===== src/rtl/mdio_master_param.sv =====
// mdio_master_param: parametrised MDIO management master (Clause 22, optional Clause 45 ST),
// generating MDC from clk and serialising one preamble + 32-bit frame per start request.
// Revision: 1.0
`default_nettype none

module mdio_master_param #(
    parameter int DIV_HALF = 1,
    parameter int PRE_LEN  = 32,
    parameter bit C45_EN   = 1'b0
) (
    input  logic        clk,
    input  logic        reset,
    input  logic        MDIO_START,
    input  logic [31:0] T_DATA,
    input  logic        PRE_SUP,
    input  logic        MDIO_IN,
    output logic        MDC,
    output logic        MDIO_OUT,
    output logic        MDIO_OE,
    output logic [15:0] RD_DATA,
    output logic        DATA_RDY,
    output logic        DONE,
    output logic        BUSY,
    output logic        ERR
);

    localparam int            HW       = (DIV_HALF > 1) ? $clog2(DIV_HALF) : 1;
    localparam logic [HW-1:0] HALF_MAX = HW'(DIV_HALF - 1);
    localparam logic [5:0]    PRE_LAST = 6'(PRE_LEN - 1);

    localparam logic [2:0] S_IDLE = 3'd0;
    localparam logic [2:0] S_PRE  = 3'd1;
    localparam logic [2:0] S_HDR  = 3'd2;
    localparam logic [2:0] S_TA   = 3'd3;
    localparam logic [2:0] S_DATA = 3'd4;
    localparam logic [2:0] S_FIN  = 3'd5;

    logic [2:0]    state;
    logic [HW-1:0] half_cnt;
    logic [5:0]    bit_cnt;
    logic [31:0]   tx_shift;
    logic [15:0]   rd_shift;
    logic          is_rd;
    logic          pre_sup_q;
    logic          pending;
    logic          ta_bad;
    logic          st_ok;

    assign st_ok = (T_DATA[31:30] == 2'b01) || (C45_EN && (T_DATA[31:30] == 2'b00));

    always_ff @(posedge clk) begin
        if (reset) begin
            state     <= S_IDLE;
            half_cnt  <= '0;
            bit_cnt   <= '0;
            tx_shift  <= '0;
            rd_shift  <= '0;
            is_rd     <= 1'b0;
            pre_sup_q <= 1'b0;
            pending   <= 1'b0;
            ta_bad    <= 1'b0;
            MDC       <= 1'b0;
            MDIO_OUT  <= 1'b1;
            MDIO_OE   <= 1'b0;
            RD_DATA   <= '0;
            DATA_RDY  <= 1'b0;
            DONE      <= 1'b0;
            BUSY      <= 1'b0;
            ERR       <= 1'b0;
        end else begin
            DONE     <= 1'b0;
            DATA_RDY <= 1'b0;
            ERR      <= 1'b0;
            case (state)
                S_IDLE: begin
                    MDC      <= 1'b0;
                    MDIO_OE  <= 1'b0;
                    MDIO_OUT <= 1'b1;
                    // Command is latched one cycle before the first bit starts.
                    if (pending) begin
                        pending  <= 1'b0;
                        BUSY     <= 1'b1;
                        half_cnt <= '0;
                        bit_cnt  <= '0;
                        MDIO_OE  <= 1'b1;
                        if (pre_sup_q) begin
                            state    <= S_HDR;
                            MDIO_OUT <= tx_shift[31];
                        end else begin
                            state    <= S_PRE;
                        end
                    end else if (MDIO_START) begin
                        if (st_ok) begin
                            pending   <= 1'b1;
                            tx_shift  <= T_DATA;
                            is_rd     <= T_DATA[29];
                            pre_sup_q <= PRE_SUP;
                            ta_bad    <= 1'b0;
                        end else begin
                            ERR <= 1'b1;
                        end
                    end
                end
                S_FIN: begin
                    state <= S_IDLE;
                end
                default: begin
                    if (half_cnt != HALF_MAX) begin
                        half_cnt <= half_cnt + HW'(1);
                    end else begin
                        half_cnt <= '0;
                        if (!MDC) begin
                            MDC <= 1'b1;
                            if (is_rd && (state == S_TA) && (bit_cnt == 6'd1) && MDIO_IN) begin
                                ta_bad <= 1'b1;
                            end
                            if (is_rd && (state == S_DATA)) begin
                                rd_shift <= {rd_shift[14:0], MDIO_IN};
                            end
                        end else begin
                            // End of a bit: pick the next bit and drive it as MDC falls.
                            MDC     <= 1'b0;
                            bit_cnt <= bit_cnt + 6'd1;
                            case (state)
                                S_PRE: begin
                                    if (bit_cnt == PRE_LAST) begin
                                        state    <= S_HDR;
                                        bit_cnt  <= '0;
                                        MDIO_OUT <= tx_shift[31];
                                    end else begin
                                        MDIO_OUT <= 1'b1;
                                    end
                                end
                                S_HDR: begin
                                    if (bit_cnt == 6'd13) begin
                                        // Skip the host TA field so write data sits at the top.
                                        tx_shift <= {tx_shift[28:0], 3'b000};
                                        state    <= S_TA;
                                        bit_cnt  <= '0;
                                        MDIO_OUT <= 1'b1;
                                        MDIO_OE  <= ~is_rd;
                                    end else begin
                                        tx_shift <= {tx_shift[30:0], 1'b0};
                                        MDIO_OUT <= tx_shift[30];
                                    end
                                end
                                S_TA: begin
                                    if (bit_cnt == 6'd1) begin
                                        state    <= S_DATA;
                                        bit_cnt  <= '0;
                                        MDIO_OUT <= is_rd ? 1'b1 : tx_shift[31];
                                        MDIO_OE  <= ~is_rd;
                                    end else begin
                                        MDIO_OUT <= is_rd;
                                    end
                                end
                                default: begin
                                    tx_shift <= {tx_shift[30:0], 1'b0};
                                    if (bit_cnt == 6'd15) begin
                                        state    <= S_FIN;
                                        bit_cnt  <= '0;
                                        BUSY     <= 1'b0;
                                        DONE     <= 1'b1;
                                        MDIO_OE  <= 1'b0;
                                        MDIO_OUT <= 1'b1;
                                        if (is_rd) begin
                                            RD_DATA  <= rd_shift;
                                            DATA_RDY <= 1'b1;
                                            ERR      <= ta_bad;
                                        end
                                    end else begin
                                        MDIO_OUT <= is_rd ? 1'b1 : tx_shift[30];
                                    end
                                end
                            endcase
                        end
                    end
                end
            endcase
        end
    end

endmodule

`default_nettype wire

===== config.mk =====
export PLATFORM = sky130hd
export DESIGN_NAME = mdio_master_param
export DESIGN_NICKNAME = d
export VERILOG_FILES = /design/src/rtl/mdio_master_param.sv
export SDC_FILE = /design/constraint.sdc
export NUM_CORES = 1
export LEC_CHECK = 0
export ABC_CLOCK_PERIOD_IN_PS = 3300
export BUFFER_PORTS_ARGS = -buffer_cell sky130_fd_sc_hd__buf_2
export CAP_MARGIN = 20
export CORE_ASPECT_RATIO = 1.2
export CORE_MARGIN = 2
export CORE_UTILIZATION = 60
export DETAILED_ROUTE_END_ITERATION = 10
export HOLD_SLACK_MARGIN = 0.15
export PLACE_DENSITY_LB_ADDON = 0.12
export SETUP_SLACK_MARGIN = 0.1
export SYNTH_ARGS = -nofsm -noshare
export SYNTH_HDL_FRONTEND = slang
export SYNTH_SLANG_ARGS = --single-unit

===== constraint.sdc =====
create_clock -name clk -period 3.3 [get_ports clk]
set_input_delay 0.495 -clock clk [delete_from_list [all_inputs] [get_ports clk]]
set_output_delay 0.495 -clock clk [all_outputs]
set_load 0.02 [all_outputs]

## Word level (Yosys, flattened, before mapping)

Index checks and enable logic that the tools add are counted.

| word-level totals | value |
|---|---|
| output and inout port bits | 23 |
| flip-flop bits (word level) | 85 |
| input bits | 37 |
| logic and storage cells | 159 |

| operators by class | value |
|---|---|
| mux-type cells | 79 |
| bitwise gates (word level) | 8 |
| reductions and logical operators | 28 |
| eq/ne operators | 25 |
| add/sub/neg operators | 2 |

Operators with widths:

| kind | number |
|---|---|
| $mux W32 | 6 |
| $pmux W32 S2 | 2 |
| $mux W1 | 43 |
| $mux W6 | 7 |
| $reduce_and A7 Y1 | 4 |
| $mux W3 | 7 |
| $pmux W6 S3 | 1 |
| $pmux W1 S2 | 7 |
| $eq A6 B4 Y1 const B | 2 |
| $pmux W6 S2 | 1 |
| $reduce_and A4 Y1 | 3 |
| $reduce_and A6 Y1 | 2 |
| $ne A2 B1 Y1 const B | 5 |
| $pmux W3 S3 | 1 |
| $reduce_or A9 Y1 | 1 |
| $ne A2 B2 Y1 const B | 4 |
| $ne A4 B2 Y1 const B | 2 |
| $not A1 Y1 | 8 |
| $reduce_or A8 Y1 | 1 |
| $add A6 B1 Y6 const B | 1 |
| $eq A3 B2 Y1 const B | 2 |
| $eq A3 B3 Y1 const B | 2 |
| $eq A6 B1 Y1 const B | 1 |
| $eq A6 B5 Y1 const B | 1 |
| 19 further kinds | 28 |

## Depth between registers and ports, before layout

Gate-level depths: netlist of the first run.

| logic depth | value |
|---|---|
| depth in word-level cells | 8 |
| depth in mapped cells | 8 |
| depth with buffers taken out | 7 |

## Worst setup path after synthesis of the first run

OpenSTA, ideal clock, no wires.

| timing | value |
|---|---|
| path kind | register to register |
| start point | register bit_cnt[0] |
| end point | register tx_shift[30] |
| arrival time | 1.867 ns |
| setup time | 0.117 ns |
| cell stages (with the launch flop) | 8 |
| setup slack | 1.316 ns |
| data required time | 3.183 ns |
| path through | dfxtp_1 -> ha_1 -> or3b_4 -> nor3_4 -> buf_4 -> mux2i_1 -> nand2_1 -> a22o_1 |

| on the way | value |
|---|---|
| longest elaborated chain between the ends | 6 |

Ends and longest elaborated chain:

| item | line | text |
|---|---|---|
| from (decl) | 40 | `logic [5:0] bit_cnt;` |
| from (signal assigned) | 123 | `bit_cnt <= bit_cnt + 6'd1;` |
| $eq A6 B4 Y1 | 135 | `if (bit_cnt == 6'd13) begin` |
| $mux W32 | 135 |  |
| $pmux W32 S2 | 124 | `case (state)` |
| $mux W32 | 112 | `if (!MDC) begin` |
| $mux W32 | 108 | `if (half_cnt != HALF_MAX) begin` |
| $pmux W32 S2 | 74 | `case (state)` |
| to (signal assigned) | 137 | `tx_shift <= {tx_shift[28:0], 3'b000};` |
| to (signal assigned) | 143 | `tx_shift <= {tx_shift[30:0], 1'b0};` |
| to (signal assigned) | 158 | `tx_shift <= {tx_shift[30:0], 1'b0};` |
| to (decl) | 41 | `logic [31:0] tx_shift;` |

No other way between the ends. The select of a mux whose other input is x is not followed.
A chain may end at the register's enable or synchronous reset.

## Final worst setup path of the first run

| timing | value |
|---|---|
| start point | register bit_cnt[0] |
| end point | register tx_shift[3] |

Same word-level chain as after synthesis.

==> impl_metrics.tcl, run 1 <==
set metrics [dict create \
    outcome "finished clean" \
    arrival_ns 2.99 \
    grtUsageTotal 0.256 \
    grt.overflow.total 0 \
    synth.yosys.warnings 0 \
    clkTransAtPathRegs_ns 0.09 \
    synth_seq_area_share 0.411 \
    initial_utilization 0.627 \
    hold_buffers 0 \
    path_class "flip-flop to flip-flop" \
    synth_flop_cell "dfxtp_1" \
    cap_viol_max_count 0 \
    crit_chain "ha_1, or3b_4, nor3_4, buf_4, mux2i_1, a21oi_1, a22o_1" \
    synthCells 503 \
    syn_area_per_cell_um2 8.14 \
    detail_route.wl_per_cell_um 14.4 \
    numCtsBuffers 9 \
    ys_seq_elements 84 \
    drt_pre_antenna_iters 6 \
    hpwl_mm 6.10 \
    worstSkewPairLatency_ns 0.35 \
    start_kind "flip-flop" \
    io_buffers 59 \
    clk_path_buf_depth 2 \
    synthesis.area_um2 4090 \
    period_minus_slack_ns 2.74 \
    worstPathRequired_ns 3.55 \
    min_period_over_period 0.830 \
    dp_slack_ns 0.594 \
    fp.dieW_um 79.4 \
    drtIter0Drc 301 \
    synth_cell_types 54 \
    clockRootBuffer "clkbuf_8" \
    cts_tree "built" \
    cp_slowest_cell "nor3_4" \
    cts_resized 0 \
    vdd_drop_max_v 0.000262 \
    ant_nets 0 \
    max-slew-margin-rel 0.318 \
    gp_congestion 0.902 \
    cts_sinks 84 \
    num_antenna_cells 0 \
    first_global_vias 3347 \
    cp-end-kind "flip-flop" \
    finalSetupTns_ns 0 \
    grt_first_pass_wirelength_mm 15.4 \
    setup_violations 0 \
    async_reset_ff_frac 0 \
    grt_max_degree 58 \
    final_nets 583 \
    leakagePower_nw 1.74 \
    viasPerCell 5.81 \
    synth_fp_nets 542 \
    crit_buf_inv 1 \
    fillCellCount 567 \
    syn2layout_area_growth_pct 12.6 \
    synth_edf_count 0 \
    rsz0062_at_grt "false" \
    worst_slew_pin_slew_ns 1.02 \
    postCtsSetupBuffers 0 \
    maxSlewViolCount 0 \
    drive_gt1_frac 0.180 \
    min-delay-path-class "input pin to flip-flop" \
    cp_top_family "simple AND/OR/NAND/NOR gates" \
    final.setup.worst_slack_ns 0.561 \
    slowest_delay_ns 0.74 \
    rows 32 \
    htree_levels 3 \
    io_pins 60 \
    design.core.area_um2 6530 \
    dieArea_um2 7500 \
    critPathMaxFanout 16 \
    vias 3684 \
    drc 0 \
    max_freq_mhz 365 \
    wl_mm 9.14 \
    die_y_um 94.5 \
    antenna_found_initial 0 \
    hold_violations 0 \
    cellPowerDensity_nw_per_um2 429 \
    skew_ns 0.00795 \
]
==> Yosys cell counts (2+ instances only) <==
cell type	instances	area (um^2)
dfxtp_1	84	1680
nand2_1	82	308
a21oi_1	69	345
nor2_1	49	184
mux2i_1	32	320
a22o_1	28	245
clkbuf_1	27	101
nor2b_1	11	68.8
nand2b_1	10	62.6
nand3_1	9	45.0
o21ai_0	7	35.0
buf_2	6	30.0
nor3_1	6	30.0
a31oi_1	5	31.3
inv_1	5	18.8
nand4_1	5	31.3
a31o_1	4	35.0
o22ai_1	4	25.0
buf_4	3	22.5
nand3b_1	3	22.5
nor3b_1	3	22.5
o21ai_1	3	15.0
or3_1	3	18.8
a211oi_1	2	15.0
a21oi_2	2	17.5
a221oi_1	2	17.5
a22oi_1	2	15.0
and2_1	2	12.5
and3_1	2	12.5
and4b_1	2	20.0
ha_1	2	25.0
inv_2	2	7.51
mux2_1	2	22.5
o2111ai_1	2	17.5
o21bai_1	2	15.0
o31ai_1	2	15.0
or3b_4	2	22.5
==> path summary, 6_finish.rpt <==
check / startpoint / end / slack, ns / cells past startpoint
max reg2reg: bit_cnt[0] / tx_shift[3] / 0.56 / 7
min: MDIO_IN / rd_shift[0] / 0.40 / 3
max: bit_cnt[0] / tx_shift[3] / 0.56 / 7
min reg2reg: RD_DATA[8] / RD_DATA[8] / 0.45 / 2
==> power by group <==
part / leakage (nW) / internal (mW) / switching (mW)
clock: 0.102 / 0.361 / 0.403
combinational: 0.958 / 0.0700 / 0.0887
sequential: 0.679 / 1.03 / 0.0211
total: 1.74 / 1.46 / 0.513
==> sequential cells by signal, summed over array words and instances (netlist names), 3 cells and up <==
| signal | flops |
|---|---|
| bit_cnt | 6 |
| state | 3 |
| RD_DATA | 16 |
| rd_shift | 16 |
| tx_shift | 32 |
==> logic make-up (layout without fill, tap and decap cells) <==
kind of cell | Yosys count | after routing | share of synthesized area
AND/OR/NAND/NOR | 197 | 197 | 0.228
AO/OA/AOI/OAI | 140 | 140 | 0.220
flip-flops | 84 | 84 | 0.411
buffers and inverters | 45 | 91 | 0.0477
multiplexers | 35 | 35 | 0.0865
adder cells (fa/ha/maj) | 2 | 2 | 0.00611
==> tightest hold or removal path: stages <==
cell and delay, ns:
buf_2 0.11, nand2_1 0.05, a21oi_1 0.05
==> layout by cell type (no fill, tap or decap), drive strengths merged, types with 3 or more instances in the layout <==
cell     n
a21oi   71
nor2    50
o22ai    4
a22o    28
clkbuf   9
nand3    9
nand3b   3
nand2b  10
o21ai   10
mux2     3
a31oi    5
mux2i   32
nand2   82
or3      3
a221oi   3
buf     68
a31o     4
nor3b    3
inv     10
nand4    5
dfxtp   84
nor2b   11
nor3     8
==> routing by layer <==
layer  up-vias  global-route usage  part of all wire
li1       1857                   -                 -
met1      1688               0.326              0.45
met2       122               0.429              0.48
met3        17              0.0382             0.057
met4         0               0.119             0.022
met5         -                   0                 0
==> layout make-up <==
| class | count | area [um^2] | share of cell area |
|---|---|---|---|
| clock buffer | 9 | 124 | 0.0269 |
| clock inverter | 7 | 80.1 | 0.0174 |
| inverter | 7 | 26.3 | 0.00570 |
| multi-input combinational | 374 | 2220 | 0.482 |
| sequential | 84 | 1680 | 0.365 |
| tap | 85 | 106 | 0.0231 |
| timing repair buffer | 68 | 370 | 0.0804 |
==> stage by stage <==
stage	total power, mW	area [um^2]	instances	hold WS [ns]	util
detailed placement	1.23	4390	617	0.441	0.673
global route	2.05	4610	634	0.423	0.706
floorplan	1.18	4090	503	0.437	-
finish	1.98	4610	634	0.397	0.706
CTS	1.98	4590	633	0.392	0.704
global placement	1.23	4390	617	0.436	0.673
Power figures use the tool's default switching activity.
==> run 2, diff against run 1 <==
--- a/config.mk
+++ b/config.mk
@@ -5,12 +5,12 @@
 export SDC_FILE = /design/constraint.sdc
 export NUM_CORES = 1
 export LEC_CHECK = 0
-export ABC_CLOCK_PERIOD_IN_PS = 3300
+export ABC_CLOCK_PERIOD_IN_PS = 2440
 export BUFFER_PORTS_ARGS = -buffer_cell sky130_fd_sc_hd__buf_2
 export CAP_MARGIN = 20
 export CORE_ASPECT_RATIO = 1.2
 export CORE_MARGIN = 2
-export CORE_UTILIZATION = 60
+export CORE_UTILIZATION = 51
 export DETAILED_ROUTE_END_ITERATION = 10
 export HOLD_SLACK_MARGIN = 0.15
 export PLACE_DENSITY_LB_ADDON = 0.12
==> constraint.sdc (replaced) <==
create_clock -name clk -period 2.44 [get_ports clk]
set_input_delay 0.366 -clock clk [delete_from_list [all_inputs] [get_ports clk]]
set_output_delay 0.366 -clock clk [all_outputs]
set_load 0.02 [all_outputs]
==> impl_metrics.tcl, run 2 (synthesis gave the netlist of run 1 again) <==
set metrics [dict create \
    outcome "complete, but fails checks" \
    violations "DRC" \
    rows 35 \
    cap_viol_max_count 0 \
    vdd_drop_max_v 0.000372 \
    detail_route.wl_per_cell_um 14.6 \
    cellPowerDensity_nw_per_um2 568 \
    ant_nets 0 \
    grt_first_pass_wirelength_mm 15.8 \
    largest_register "tx_shift" \
    htree_levels 3 \
    mostFrequentLayoutCells "dfxtp_1, nand2_1, a21oi_1" \
    start_kind "flip-flop" \
    leakagePower_nw 1.81 \
    worst_slew_pin_slew_ns 0.602 \
    skew_ns 0.0132 \
    final_nets 595 \
    cts_sinks 84 \
    reg.largest.list "tx_shift (32), RD_DATA (16), rd_shift (16)" \
    gp_congestion 0.888 \
    fp.dieW_um 85.8 \
    mostFrequentLayoutCell "dfxtp_1" \
    clkTransAtPathRegs_ns 0.08 \
    placed_area_um2 4530 \
    hold_buffers 0 \
    worstPathRequired_ns 2.68 \
    critPathMaxFanout 31 \
    met1_usage 0.296 \
    max_freq_mhz 465 \
    io_buffers 59 \
    syn2layout_area_growth_pct 16.0 \
    wl_mm 9.52 \
    numCtsBuffers 9 \
    period_minus_slack_ns 2.15 \
    die_y_um 102 \
    initial_utilization 0.528 \
    worstSkewPairLatency_ns 0.35 \
    design_area_um2 4750 \
    drc 3 \
    finalSetupTns_ns 0 \
    grt.busiest_layer "met2" \
    ff_latch_area_um2 1680 \
    viasPerCell 5.72 \
    crit_chain "ha_1, or3b_4, nor3_4, buf_12, mux2i_1, nand2_1, a22o_1" \
    met3_usage 0.0380 \
    min_period_over_period 0.882 \
    hpwl_mm 6.62 \
    dieArea_um2 8760 \
    path_class "flip-flop to flip-flop" \
    drt_pre_antenna_iters 8 \
    setup_violations 0 \
    largest_reg_flops 32 \
    grt.overflow.total 0 \
    drtIter0Drc 205 \
    slowest_delay_ns 0.42 \
    cts_resized 0 \
    maxSlewViolCount 0 \
    cts_tree "built" \
    cp-end-kind "flip-flop" \
    fillCellCount 740 \
    grt_max_degree 60 \
    met2_usage 0.374 \
    design.core.area_um2 7750 \
    clockRootBuffer "clkbuf_8" \
    drive_gt1_frac 0.198 \
    arrival_ns 2.40 \
    max-slew-margin-rel 0.597 \
    min-delay-path-class "input pin to flip-flop" \
    num_antenna_cells 0 \
    vias 3732 \
    postCtsSetupBuffers 0 \
    grtUsageTotal 0.224 \
    rsz0062_at_grt "false" \
    multi_input_area_um2 2220 \
    io_pins 60 \
    cp_slowest_cell "dfxtp_1" \
    antenna_found_initial 0 \
    clk_path_buf_depth 2 \
    hold_violations 0 \
    first_global_vias 3345 \
]
run 2: cell count changes in the layout (fill, tap and decap cells not counted):
| cell | before | now |
|---|---|---|
| inv_6 | 2 | 3 |
| buf_12 | 0 | 3 |
| clkbuf_8 | 9 | 10 |
| inv_8 | 1 | 0 |
| buf_4 | 8 | 17 |
| clkinv_4 | 1 | 0 |
run 2: metrics by stage:
stage	worst slack [ns]	std cells	power, mW	util	hold WS, ns
global placement	0.176	636	1.68	0.584	0.436
detailed placement	0.175	636	1.69	0.584	0.441
floorplan	0.456	503	1.60	-	0.437
finish	0.288	653	2.70	0.612	0.262
global route	0.143	653	2.82	0.612	0.255
CTS	0.207	652	2.71	0.610	0.249
run 2: worst paths after layout:
check | slack, ns | end | from | cells after the start
worst max-delay path | 0.29 | tx_shift[30] | bit_cnt[0] | 7
worst min-delay path | 0.26 | pre_sup_q | PRE_SUP | 3
worst max register to register | 0.29 | tx_shift[30] | bit_cnt[0] | 7
worst min register to register | 0.45 | RD_DATA[15] | RD_DATA[15] | 2
run 2: cell type report:
class / instances / area share
clock buffer: 10 / 0.0290
clock inverter: 6 / 0.0145
inverter: 7 / 0.00554
multi-input combinational: 374 / 0.468
sequential: 84 / 0.354
tap: 92 / 0.0242
timing repair buffer: 80 / 0.105
run 2: critical path: cells and delay by family, from the launching register on:
kind / cells / cell delay [ns]
simple gates: 3 / 0.72
flops: 1 / 0.42
buf+inv: 1 / 0.25
mux: 1 / 0.23
compound gates: 1 / 0.23
fa+ha+maj: 1 / 0.19
run 2: layer usage:
metal,share of wire,vias up,wire length [um]
met5,0,-,0
met4,0.011,0,104
met3,0.043,8,413
met2,0.50,90,4720
met1,0.45,1750,4280
li1,-,1884,-
run 2: report_power, final:
| part | switching, mW | internal (mW) | leakage, nW |
|---|---|---|---|
| sequential | 0.0260 | 1.40 | 0.679 |
| clock | 0.526 | 0.511 | 0.104 |
| combinational | 0.128 | 0.106 | 1.02 |
| total | 0.680 | 2.02 | 1.81 |
==> run 3, diff against run 2 <==
==> config.mk (replaced) <==
export PLATFORM = sky130hd
export DESIGN_NAME = mdio_master_param
export DESIGN_NICKNAME = d
export VERILOG_FILES = /design/src/rtl/mdio_master_param.sv
export SDC_FILE = /design/constraint.sdc
export NUM_CORES = 1
export LEC_CHECK = 0
export ABC_CLOCK_PERIOD_IN_PS = 2100
export BUFFER_PORTS_ARGS = -buffer_cell sky130_fd_sc_hd__buf_2
export CAP_MARGIN = 20
export CORE_ASPECT_RATIO = 1.2
export CORE_UTILIZATION = 57
export DETAILED_ROUTE_END_ITERATION = 10
export HOLD_SLACK_MARGIN = 0.15
export PLACE_DENSITY = 0.91
export SETUP_SLACK_MARGIN = 0.1
export SYNTH_ARGS = -nofsm -noshare
export SYNTH_HDL_FRONTEND = slang
export SYNTH_SLANG_ARGS = --single-unit
==> constraint.sdc (replaced) <==
create_clock -name clk -period 2.1 [get_ports clk]
set_input_delay 0.315 -clock clk [delete_from_list [all_inputs] [get_ports clk]]
set_output_delay 0.315 -clock clk [all_outputs]
set_load 0.02 [all_outputs]
==> impl_metrics.tcl, run 3 (synthesis gave the netlist of run 1 again) <==
set metrics [dict create \
    outcome "complete, but fails checks" \
    violations "setup timing" \
    vias 4006 \
    mostFrequentLayoutCell "nand2_1" \
    first_global_vias 3693 \
    cap_viol_max_count 0 \
    crit_buf_inv 3 \
    drc 0 \
    slowest_delay_ns 0.41 \
    syn2layout_area_growth_pct 22.6 \
    vdd_drop_max_v 0.000471 \
    path_class "flip-flop to flip-flop" \
    grtUsageTotal 0.295 \
    gp_congestion 0.968 \
    crit_chain "inv_2, ha_4, or3b_4, nor3_4, buf_6, buf_12, mux2i_4, a21oi_2, a22o_1" \
    min_period_over_period 1.00 \
    numCtsBuffers 9 \
    clk_path_buf_depth 2 \
    htree_levels 3 \
    drtIter0Drc 331 \
    seq_power_share 0.526 \
    p_total_mw 3.16 \
    rsz0062_at_grt "true" \
    drt_pre_antenna_iters 5 \
    cp_slowest_cell "or3b_4" \
    fillCellCount 496 \
    p_clk_frac 0.384 \
    placed_cells 643 \
    clkTransAtPathRegs_ns 0.09 \
    fp.dieW_um 79.4 \
    design_area_um2 5020 \
    hold_violations 0 \
    antenna_found_initial 1 \
    io_buffers 59 \
    io_pins 60 \
    clockRootBuffer "clkbuf_8" \
    grt_max_degree 60 \
    dp_slack_ns -0.0590 \
    cts_tree "built" \
    dieArea_um2 7520 \
    design.core.area_um2 6900 \
    cts_sinks 84 \
    reg.largest.list "tx_shift (32), RD_DATA (16), rd_shift (16)" \
    hold_buffers 0 \
    worstPathRequired_ns 2.37 \
    critPathMaxFanout 8 \
    setup_violations 2 \
    largest_register "tx_shift" \
    cellPowerDensity_nw_per_um2 630 \
    drive_gt1_frac 0.251 \
    viasPerCell 6.03 \
    num_antenna_cells 0 \
    skew_ns 0.00828 \
    ant_nets 0 \
    rows 33 \
    arrival_ns 2.37 \
    worst_slew_pin_slew_ns 0.649 \
    maxSlewViolCount 0 \
    final.setup.worst_slack_ns -0.000959 \
    switching_share 0.266 \
    grt_first_pass_wirelength_mm 17.3 \
    min-delay-path-class "input pin to flip-flop" \
    wl_mm 10.9 \
    leakagePower_nw 1.92 \
    max-slew-margin-rel 0.566 \
    start_kind "flip-flop" \
    largest_reg_flops 32 \
    final_util 0.728 \
    internal_power_mw 2.32 \
    stdcell_count 664 \
    power.net_switching_mw 0.842 \
    placed_area_um2 4610 \
    cp_top_family "simple AND/OR/NAND/NOR gates" \
    max_freq_mhz 476 \
    initial_utilization 0.594 \
    hpwl_mm 6.96 \
    final_nets 611 \
    combPwrFrac 0.090 \
    die_y_um 94.8 \
    period_minus_slack_ns 2.10 \
    mostFrequentLayoutCells "nand2_1, dfxtp_1, a21oi_1" \
    cp-end-kind "flip-flop" \
    worstSkewPairLatency_ns 0.36 \
    detail_route.wl_per_cell_um 16.5 \
    grt.overflow.total 0 \
]
run 3: repair_timing:
action / 4_1_cts / 5_1_grt
cloned: 3 / 0
pin swaps: 4 / 23
gates resized for setup: 15 / 15
endpoints found under the setup margin: 31 / 40
endpoints found under the hold margin: 0 / 0
buffers inserted: 2 / 0
run 3: worst min-delay path, delay by kind of cell:
kind / cells / cell delay, ns
buffers and inverters: 1 / 0.09
and+or+nand+nor: 1 / 0.07
muxes: 1 / 0.06
run 3: area by class of cell:
cell class | count | area (um^2) | share of cell area
Clock inverter | 7 | 80.1 | 0.0160
Inverter | 7 | 26.3 | 0.00524
Multi-Input combinational cell | 374 | 2310 | 0.460
Clock buffer | 9 | 124 | 0.0247
Tap cell | 87 | 109 | 0.0217
Timing Repair Buffer | 96 | 678 | 0.135
Sequential cell | 84 | 1690 | 0.337
run 3: final timing paths:
| kind | cells after the start | to | start | slack, ns |
|---|---|---|---|---|
| worst max-delay path | 9 | tx_shift[9] | bit_cnt[1] | -0.001 |
| worst min-delay path | 3 | pre_sup_q | PRE_SUP | 0.21 |
| worst max register to register | 9 | tx_shift[9] | bit_cnt[1] | -0.001 |
| worst min register to register | 2 | RD_DATA[14] | RD_DATA[14] | 0.45 |
run 3: layer usage:
| metal | global-route usage | vias up | wire [um] |
|---|---|---|---|
| li1 | - | 1919 | - |
| met1 | 0.356 | 1866 | 4550 |
| met2 | 0.497 | 190 | 5520 |
| met3 | 0.0560 | 29 | 612 |
| met4 | 0.150 | 2 | 248 |
| met5 | 0 | - | 10 |
run 3: power by group through the flow:
stage                     combinational [mW]  clock [mW]  sequential [mW]
final                                  0.284        1.22             1.66
after global routing                   0.311        1.31             1.67
after CTS                              0.270        1.22             1.66
after detailed placement               0.266           0             1.69
after global placement                 0.257           0             1.69
after floorplan                        0.175           0             1.69
run 3: per-stage QoR:
stage	hold slack, ns	TNS, ns
finish	0.207	-0.00172
global placement	0.435	-0.0433
detailed placement	0.440	-1.16
CTS	0.195	0
global route	0.198	-0.626
floorplan	0.437	0
